--- src/rtl/pool_result_writer.sv ---
// Pooled-result writer: buffers results from the pooling pipeline in a 2-entry FIFO
// and drains them to the output feature-map buffer at sequential addresses.
module pool_result_writer #(
  parameter int DATA_W = 16,
  parameter int ADDR_W = 5
) (
  input  logic              clk,
  input  logic              nrst,
  input  logic              start_pool,
  input  logic [2:0]        array_dim,
  input  logic [ADDR_W-1:0] base_addr,
  input  logic              res_valid,
  input  logic [DATA_W-1:0] res_data,
  input  logic              mem_ready,
  output logic              wr_en,
  output logic [ADDR_W-1:0] wr_addr,
  output logic [DATA_W-1:0] wr_data,
  output logic              busy,
  output logic              done,
  output logic              err
);

  typedef enum logic [1:0] {IDLE, COLLECT, DRAIN, FINISH} state_t;

  state_t state, state_nxt;

  logic [1:0][DATA_W-1:0] fifo_mem;
  logic                   rd_ptr, wr_ptr;
  logic [1:0]             fifo_cnt;
  logic [3:0]             n_exp, accept_cnt, write_cnt;
  logic [ADDR_W-1:0]      base_q;
  logic                   err_q;

  logic fifo_empty, fifo_full, active, pop, push, drop;
  logic dim_legal, start_ok, start_bad, col_vld;
  logic [3:0] n_of_dim;

  assign fifo_empty = (fifo_cnt == 2'd0);
  assign fifo_full  = (fifo_cnt == 2'd2);
  assign active     = (state == COLLECT) || (state == DRAIN);

  assign dim_legal  = (array_dim == 3'd3) || (array_dim == 3'd4) || (array_dim == 3'd5);
  // dim 3 uses padded edge windows, so it produces the same 2x2 output as dim 4
  assign n_of_dim   = (array_dim == 3'd5) ? 4'd9 : 4'd4;
  assign start_ok   = (state == IDLE) && start_pool && dim_legal;
  assign start_bad  = (state == IDLE) && start_pool && !dim_legal;

  assign pop     = active && !fifo_empty && mem_ready;
  assign col_vld = (state == COLLECT) && res_valid;
  // a full FIFO still accepts when the head leaves on the same edge
  assign push    = col_vld && (accept_cnt != n_exp) && !(fifo_full && !pop);
  assign drop    = col_vld && !push;

  assign wr_en   = pop;
  assign wr_addr = base_q + ADDR_W'(write_cnt);
  assign wr_data = fifo_mem[rd_ptr];
  assign busy    = active;
  assign done    = (state == FINISH);
  assign err     = err_q;

  always_comb begin
    state_nxt = state;
    case (state)
      IDLE:    if (start_ok) state_nxt = COLLECT;
      COLLECT: if (accept_cnt == n_exp) state_nxt = DRAIN;
      DRAIN:   if ((write_cnt == n_exp) && fifo_empty) state_nxt = FINISH;
      FINISH:  state_nxt = IDLE;
      default: state_nxt = IDLE;
    endcase
  end

  always_ff @(posedge clk or negedge nrst) begin
    if (!nrst) state <= IDLE;
    else       state <= state_nxt;
  end

  always_ff @(posedge clk or negedge nrst) begin
    if (!nrst) begin
      n_exp      <= '0;
      base_q     <= '0;
      accept_cnt <= '0;
      write_cnt  <= '0;
      err_q      <= 1'b0;
    end else begin
      if (start_ok) begin
        n_exp      <= n_of_dim;
        base_q     <= base_addr;
        accept_cnt <= '0;
        write_cnt  <= '0;
        err_q      <= 1'b0;
      end else begin
        if (push)              accept_cnt <= accept_cnt + 4'd1;
        if (pop)               write_cnt  <= write_cnt + 4'd1;
        if (start_bad || drop) err_q      <= 1'b1;
      end
    end
  end

  always_ff @(posedge clk or negedge nrst) begin
    if (!nrst) begin
      fifo_mem <= '0;
      rd_ptr   <= 1'b0;
      wr_ptr   <= 1'b0;
      fifo_cnt <= 2'd0;
    end else begin
      if (push) begin
        fifo_mem[wr_ptr] <= res_data;
        wr_ptr           <= ~wr_ptr;
      end
      if (pop) rd_ptr <= ~rd_ptr;
      case ({push, pop})
        2'b10:   fifo_cnt <= fifo_cnt + 2'd1;
        2'b01:   fifo_cnt <= fifo_cnt - 2'd1;
        default: fifo_cnt <= fifo_cnt;
      endcase
    end
  end

endmodule
--- config.mk ---
export PLATFORM = sky130hd
export DESIGN_NAME = pool_result_writer
export DESIGN_NICKNAME = d
export VERILOG_FILES = /design/src/rtl/pool_result_writer.sv
export SDC_FILE = /design/constraint.sdc
export NUM_CORES = 1
export LEC_CHECK = 0
export ABC_CLOCK_PERIOD_IN_PS = 2300
export BUFFER_PORTS_ARGS = -buffer_cell sky130_fd_sc_hd__buf_2
export CORE_ASPECT_RATIO = 0.6
export CORE_MARGIN = 1.5
export CORE_UTILIZATION = 55
export DETAILED_ROUTE_END_ITERATION = 8
export GPL_TIMING_DRIVEN = 0
export PLACE_DENSITY = 0.8
export SLEW_MARGIN = 30
export SYNTH_ARGS = -nofsm -noshare
export SYNTH_HDL_FRONTEND = slang
export SYNTH_SLANG_ARGS = --single-unit
--- constraint.sdc ---
create_clock -name clk -period 2.3 [get_ports clk]
set_input_delay 0.115 -clock clk [delete_from_list [all_inputs] [get_ports clk]]
set_output_delay 0.115 -clock clk [all_outputs]
set_load 0.005 [all_outputs]
* Word level (Yosys, flattened, before mapping)
Cells that the tools add are included.
** Cells by class
- $add $sub $neg :: 5
- Magnitude comparators :: 3
- Equality and inequality tests :: 15
- Mux-type cells :: 17
- Bitwise operators :: 2
- Reductions and logical operators :: 28
** Operators by type and width (number)
- $mux W16 :: 3
- $bwmux W32 :: 1
- $mux W4 :: 5
- $demux W16 S1 :: 1
- $logic_and A1 B1 Y1 :: 12
- $add A4 B1 Y4 const B :: 2
- $eq A2 B2 Y1 const B :: 4
- $eq A4 B4 Y1 :: 2
- $pmux W2 S4 :: 1
- $reduce_bool A2 Y1 :: 4
- $eq A3 B3 Y1 const B :: 2
- $mux W2 :: 3
- $add A5 B4 Y5 :: 1
- $logic_not A1 Y1 :: 5
- $eq A2 B1 Y1 const B :: 2
- $logic_not A2 Y1 :: 2
- $logic_or A1 B1 Y1 :: 4
- $lt A1 B2 Y1 const B :: 2
- $ne A2 B1 Y1 const B :: 2
- $ne A4 B4 Y1 :: 1
- $pmux W2 S2 :: 1
- $eq A3 B2 Y1 const B :: 1
- $reduce_and A3 Y1 :: 1
- $add A2 B1 Y2 const B :: 1
- 5 further kinds :: 7
** Storage, ports and cells
- Bits in registers :: 56
- Input port bits :: 29
- Output and inout port bits :: 25
- Logic and storage cells :: 81

* Longest topological paths before layout
- Depth in word-level cells :: 13
- Gate-level depth with buffers :: 7
- Mapped depth without buffers :: 7

* Worst setup path before layout
OpenSTA, ideal clock, no wires.
- Path type :: reg-to-reg
- Start :: register state[0]
- End :: register fifo_mem[10] in the netlist's numbering
- Library setup time :: 125 ps
- Arrival :: 1978 ps
- Required time :: 2175 ps
- Setup slack :: 196 ps
- Stages on the path, launching flop included :: 8
- Buffers on the path :: 1
- Period minus slack after synthesis :: 2104 ps
- Path through :: dfrtp_1 inv_1 ha_1 nand2_1 a21o_1 nor3_4 buf_6 mux2_4
** Between the ends
- Word-level cells in the longest chain between the ends :: 8
- Elaborated cells on any way between the ends :: 11
- Those cells by class :: eq/ne (2); reduce/logical (9)
** RTL lines
- from (decl) :: RTL line 25 : state_t state, state_nxt;
- from (signal assigned) :: RTL line 74 : else state <= state_nxt;
- $eq A2 B1 Y1 / $eq A2 B2 Y1 (equally long branches) :: RTL line 40 : assign active = (state == COLLECT) || (state == DRAIN);
- $logic_or A1 B1 Y1 (*) :: RTL line 40
- net busy :: RTL line 18 : output logic busy,
- $logic_and A1 B1 Y1 (*) (2 in series) :: RTL line 48 : assign pop = active && !fifo_empty && mem_ready;
- $logic_not A1 Y1 (*) :: RTL line 51 : assign push = col_vld && (accept_cnt != n_exp) && !(fifo_full && !pop);
- $logic_and A1 B1 Y1 (*) :: RTL line 51
- $logic_not A1 Y1 (*) :: RTL line 51
- $logic_and A1 B1 Y1 (*) :: RTL line 51
- to (signal, indexed assignment) :: RTL line 107 : fifo_mem[wr_ptr] <= res_data;
- to (decl) :: RTL line 27 : logic [1:0][DATA_W-1:0] fifo_mem;
The timed path passes the listed nets; every way through them passes the cells marked *.
A chain may end at the register's enable or synchronous reset.

* Worst setup path in the final report
- Start :: register rd_ptr
- End :: output port wr_data[6]
** Between the ends
- Word-level cells in the longest chain between the ends :: 2
** RTL lines
- from (decl) :: RTL line 28 : logic rd_ptr, wr_ptr;
- from (signal assigned) :: RTL line 110 : if (pop) rd_ptr <= ~rd_ptr;
- $mux W16 (not written as such) (2 in series) :: RTL line 56 : assign wr_data = fifo_mem[rd_ptr];
- to (decl) :: RTL line 17 : output logic [DATA_W-1:0] wr_data,
Every way passes these cells. The select of a mux whose other input is x is not followed.

==> impl_metrics.py <==
metrics = {
    "detailed_routing": {
        "drt_iter0_markers": 79,
        "m1WireLength_um": 2723,
        "drt-pass1-iter-count": 4,
        "drcViolationCount": 0,
        "wl_per_cell_um": 15.64,
        "routed_wirelength_um": 5489,
        "dr_wl_met3_um": 271,
        "vias": 1931,
        "wl_met2_um": 2466,
        "via_per_inst": 5.501,
        "highest_layer": "met4",
        "postRouteAntennaNets": 0,
    },
    "cells_and_area": {
        "drive_gt1_share_pct": 45.83,
        "ff_latch_area_sq_um": 1351,
        "insertedDiodeCount": 0,
        "nFillCells": 363,
        "nets": 328,
        "area_delta_synth_final_pct": 18.51,
        "multi_input_area_sq_um": 1381,
    },
    "timing": {
        "tns_ps": 0,
        "period_share_pct": 94.75,
        "setup_viol": 0,
        "max_slew_margin_pct": 56.17,
        "rsz0062_at_grt": "no",
        "timing_hold_violations_final": 0,
        "holdWs_ps": 35.94,
        "maxSlewViolCount": 0,
        "finClkSkew_ps": 7.940,
        "tightestPinTransition_ps": 657.5,
        "period_minus_slack_ps": 2179,
        "clock.fmax_ghz": 0.4589,
    },
    "clock_tree": {
        "h-tree-depth": 2,
        "clk_pin_slew_worst_paths_ps": 100,
        "clock_path_buffers": 2,
        "root_buffer": "clkbuf_8",
        "cts-buffers-inserted": 5,
        "cts_tree": "done",
        "clk_latency_ps": 300,
        "clock-sinks": 54,
    },
    "placed_design": {
        "portBuffers": 53,
        "dpl.hpwl_um": 3910,
        "gp_congestion": 0.7708,
    },
    "setup_path": {
        "start_kind": "register",
        "worstPathRequired_ps": 2180,
        "arrival_ps": 2060,
        "cp_max_fo": 10,
        "r2r_cells": 7,
        "path_class": "reg -> out",
        "endpoint_kind": "primary output",
    },
    "global_routing": {
        "antenna_found_initial": 0,
        "grt_overflow": 0,
        "grt_first_pass_wirelength_um": 9142,
        "grt_max_degree": 55,
        "grt_use_total_pct": 21.94,
        "grt_pass1_vias": 1964,
    },
    "logic_synthesis": {
        "ys_seq_elements": 54,
        "ys_seq_area_share_pct": 48.41,
        "synth_edf_count": 0,
        "syn_area_sq_um": 2791,
        "avgSynthCellArea_sq_um": 12.57,
        "synth_most_common_cell": "dfrtp_1",
        "synth_area_leader_cell": "dfrtp_1",
        "synth_common_cells": "dfrtp_1, mux2_2, a21oi_1, ha_1, inv_1",
        "ys_async_sr_fraction_pct": 100.0,
        "syn_inst": 222,
        "synth_top_flop_cell": "dfrtp_1",
        "synth_top_area_share_pct": 48.41,
        "ys_types": 40,
        "ys_top_cells_by_area": "dfrtp_1, mux2_2, ha_1",
        "syn-num-nets": 263,
        "yosysWarnings": 0,
    },
    "power": {
        "p_leak_nw": 1.559,
        "ir_drop_uv": 835.6,
        "p_per_area_nw_per_um2": 1327,
    },
    "die": {
        "die_area_sq_um": 5526,
        "std_cell_rows": 19,
        "fp.dieW_um": 94.97,
        "core_sq_um": 4731,
        "die_h_um": 58.19,
        "io_pins": 54,
        "start_util_pct": 59.01,
    },
    "hold_path": {
        "worstHoldPathType": "in -> reg",
        "hold_depth": 3,
    },
    "outcome": {
        "outcome": "finished clean",
    },
    "flow_run": {
        "drv_cap": 0,
    },
}
## cell type report
cell class | count | share of cell area, %
well taps | 63 | 2.383
repair buffers | 58 | 9.418
clock buffers | 6 | 2.194
flip-flops and latches | 54 | 40.85
multi-input cells | 152 | 41.75
clock inverters | 2 | 1.135
inverters | 10 | 1.135
plain buffers | 6 | 1.135
## sequential cells by signal (all words and copies together), names as in the netlist
register    count
wr_ptr          1
err             1
base_q          5
state           2
rd_ptr          1
fifo_mem       32
write_cnt       4
accept_cnt      4
n_exp           2
fifo_cnt        2
## path summary, 6_finish.rpt
path,to,slack (ps),start
max,wr_data[6],120,rd_ptr
min,base_q[1],40,base_addr[1]
max reg2reg,fifo_mem[5],140,state[0]
min reg2reg,fifo_mem[20],510,fifo_mem[20]
max in group asynchronous,n_exp[0],1480,nrst
min in group asynchronous,fifo_mem[17],380,nrst
## kinds of logic after synthesis
family,count (synthesis),synth area share (%)
XOR/XNOR,10,3.137
AO/OA/AOI/OAI,36,9.099
AND/OR/NAND/NOR,41,8.427
flip-flops,54,48.41
buffers and inverters,16,2.689
adder cells (fa/ha/maj),12,5.648
multiplexers,53,22.59
## repair_timing
action                                  in CTS  in global routing
hold endpoints to repair                    54                  0
endpoints found under the setup margin       9                 33
pin swaps                                    1                  1
buffers inserted                             2                  1
gates cloned                                 0                  1
resized for setup                            0                  8
hold buffers                                 1                  0
## critical path: stages (launching register included)
cell,delay (ps)
dfrtp_1,330
clkbuf_1,370
clkbuf_1,520
mux2_2,410
buf_2,130
## stage by stage
stage	cell area (sq um)	total power, mW	std cells	util, %	setup slack [ps]
after floorplan	2791	3.048	222	-	196.4
after global placement	3136	3.617	338	66.28	-71.58
after detailed placement	3138	3.715	338	66.33	-136.1
after CTS	3273	4.371	349	69.19	43.76
after global routing	3308	4.740	351	69.93	0.1783
final	3308	4.390	351	69.93	120.8
## where the power goes
part / total (mW) / switching [mW] / internal, mW
combinational: 2.08 / 0.903 / 1.18
sequential: 1.67 / 0.294 / 1.38
clock: 0.633 / 0.308 / 0.325
total: 4.39 / 1.50 / 2.89
## cell usage in the layout (no fill, tap or decap), drive strengths merged
cell and instances:
nor2b 2, buf 59, dfrtp 54, fa 1
clkinvlp 1, a22oi 1, nand3b 1, bufinv 1
o31ai 1, xnor2 6, ha 11, or3 2
o2111ai 2, clkbuf 10, nand4 2, a211o 1
a2bb2oi 1, nand2 6, or4 1, nand4b 1
a221oi 1, and3 2, nand3 6, and2 1
nand2b 2, dlygate4sd3 1, mux2 53, xor2 4
o211ai 2, a21oi 14, nor2 8, inv 10
or2 2, nor3 5, o21ai 5, a21o 3
a211oi 3, o211a 2
## routing by layer
layer,track usage [%],up-vias
met4,3.838,0
li1,-,927
met1,31.68,952
met5,0,-
met3,5.906,4
met2,33.88,48
No activity file was read; power rests on OpenSTA's default activity.
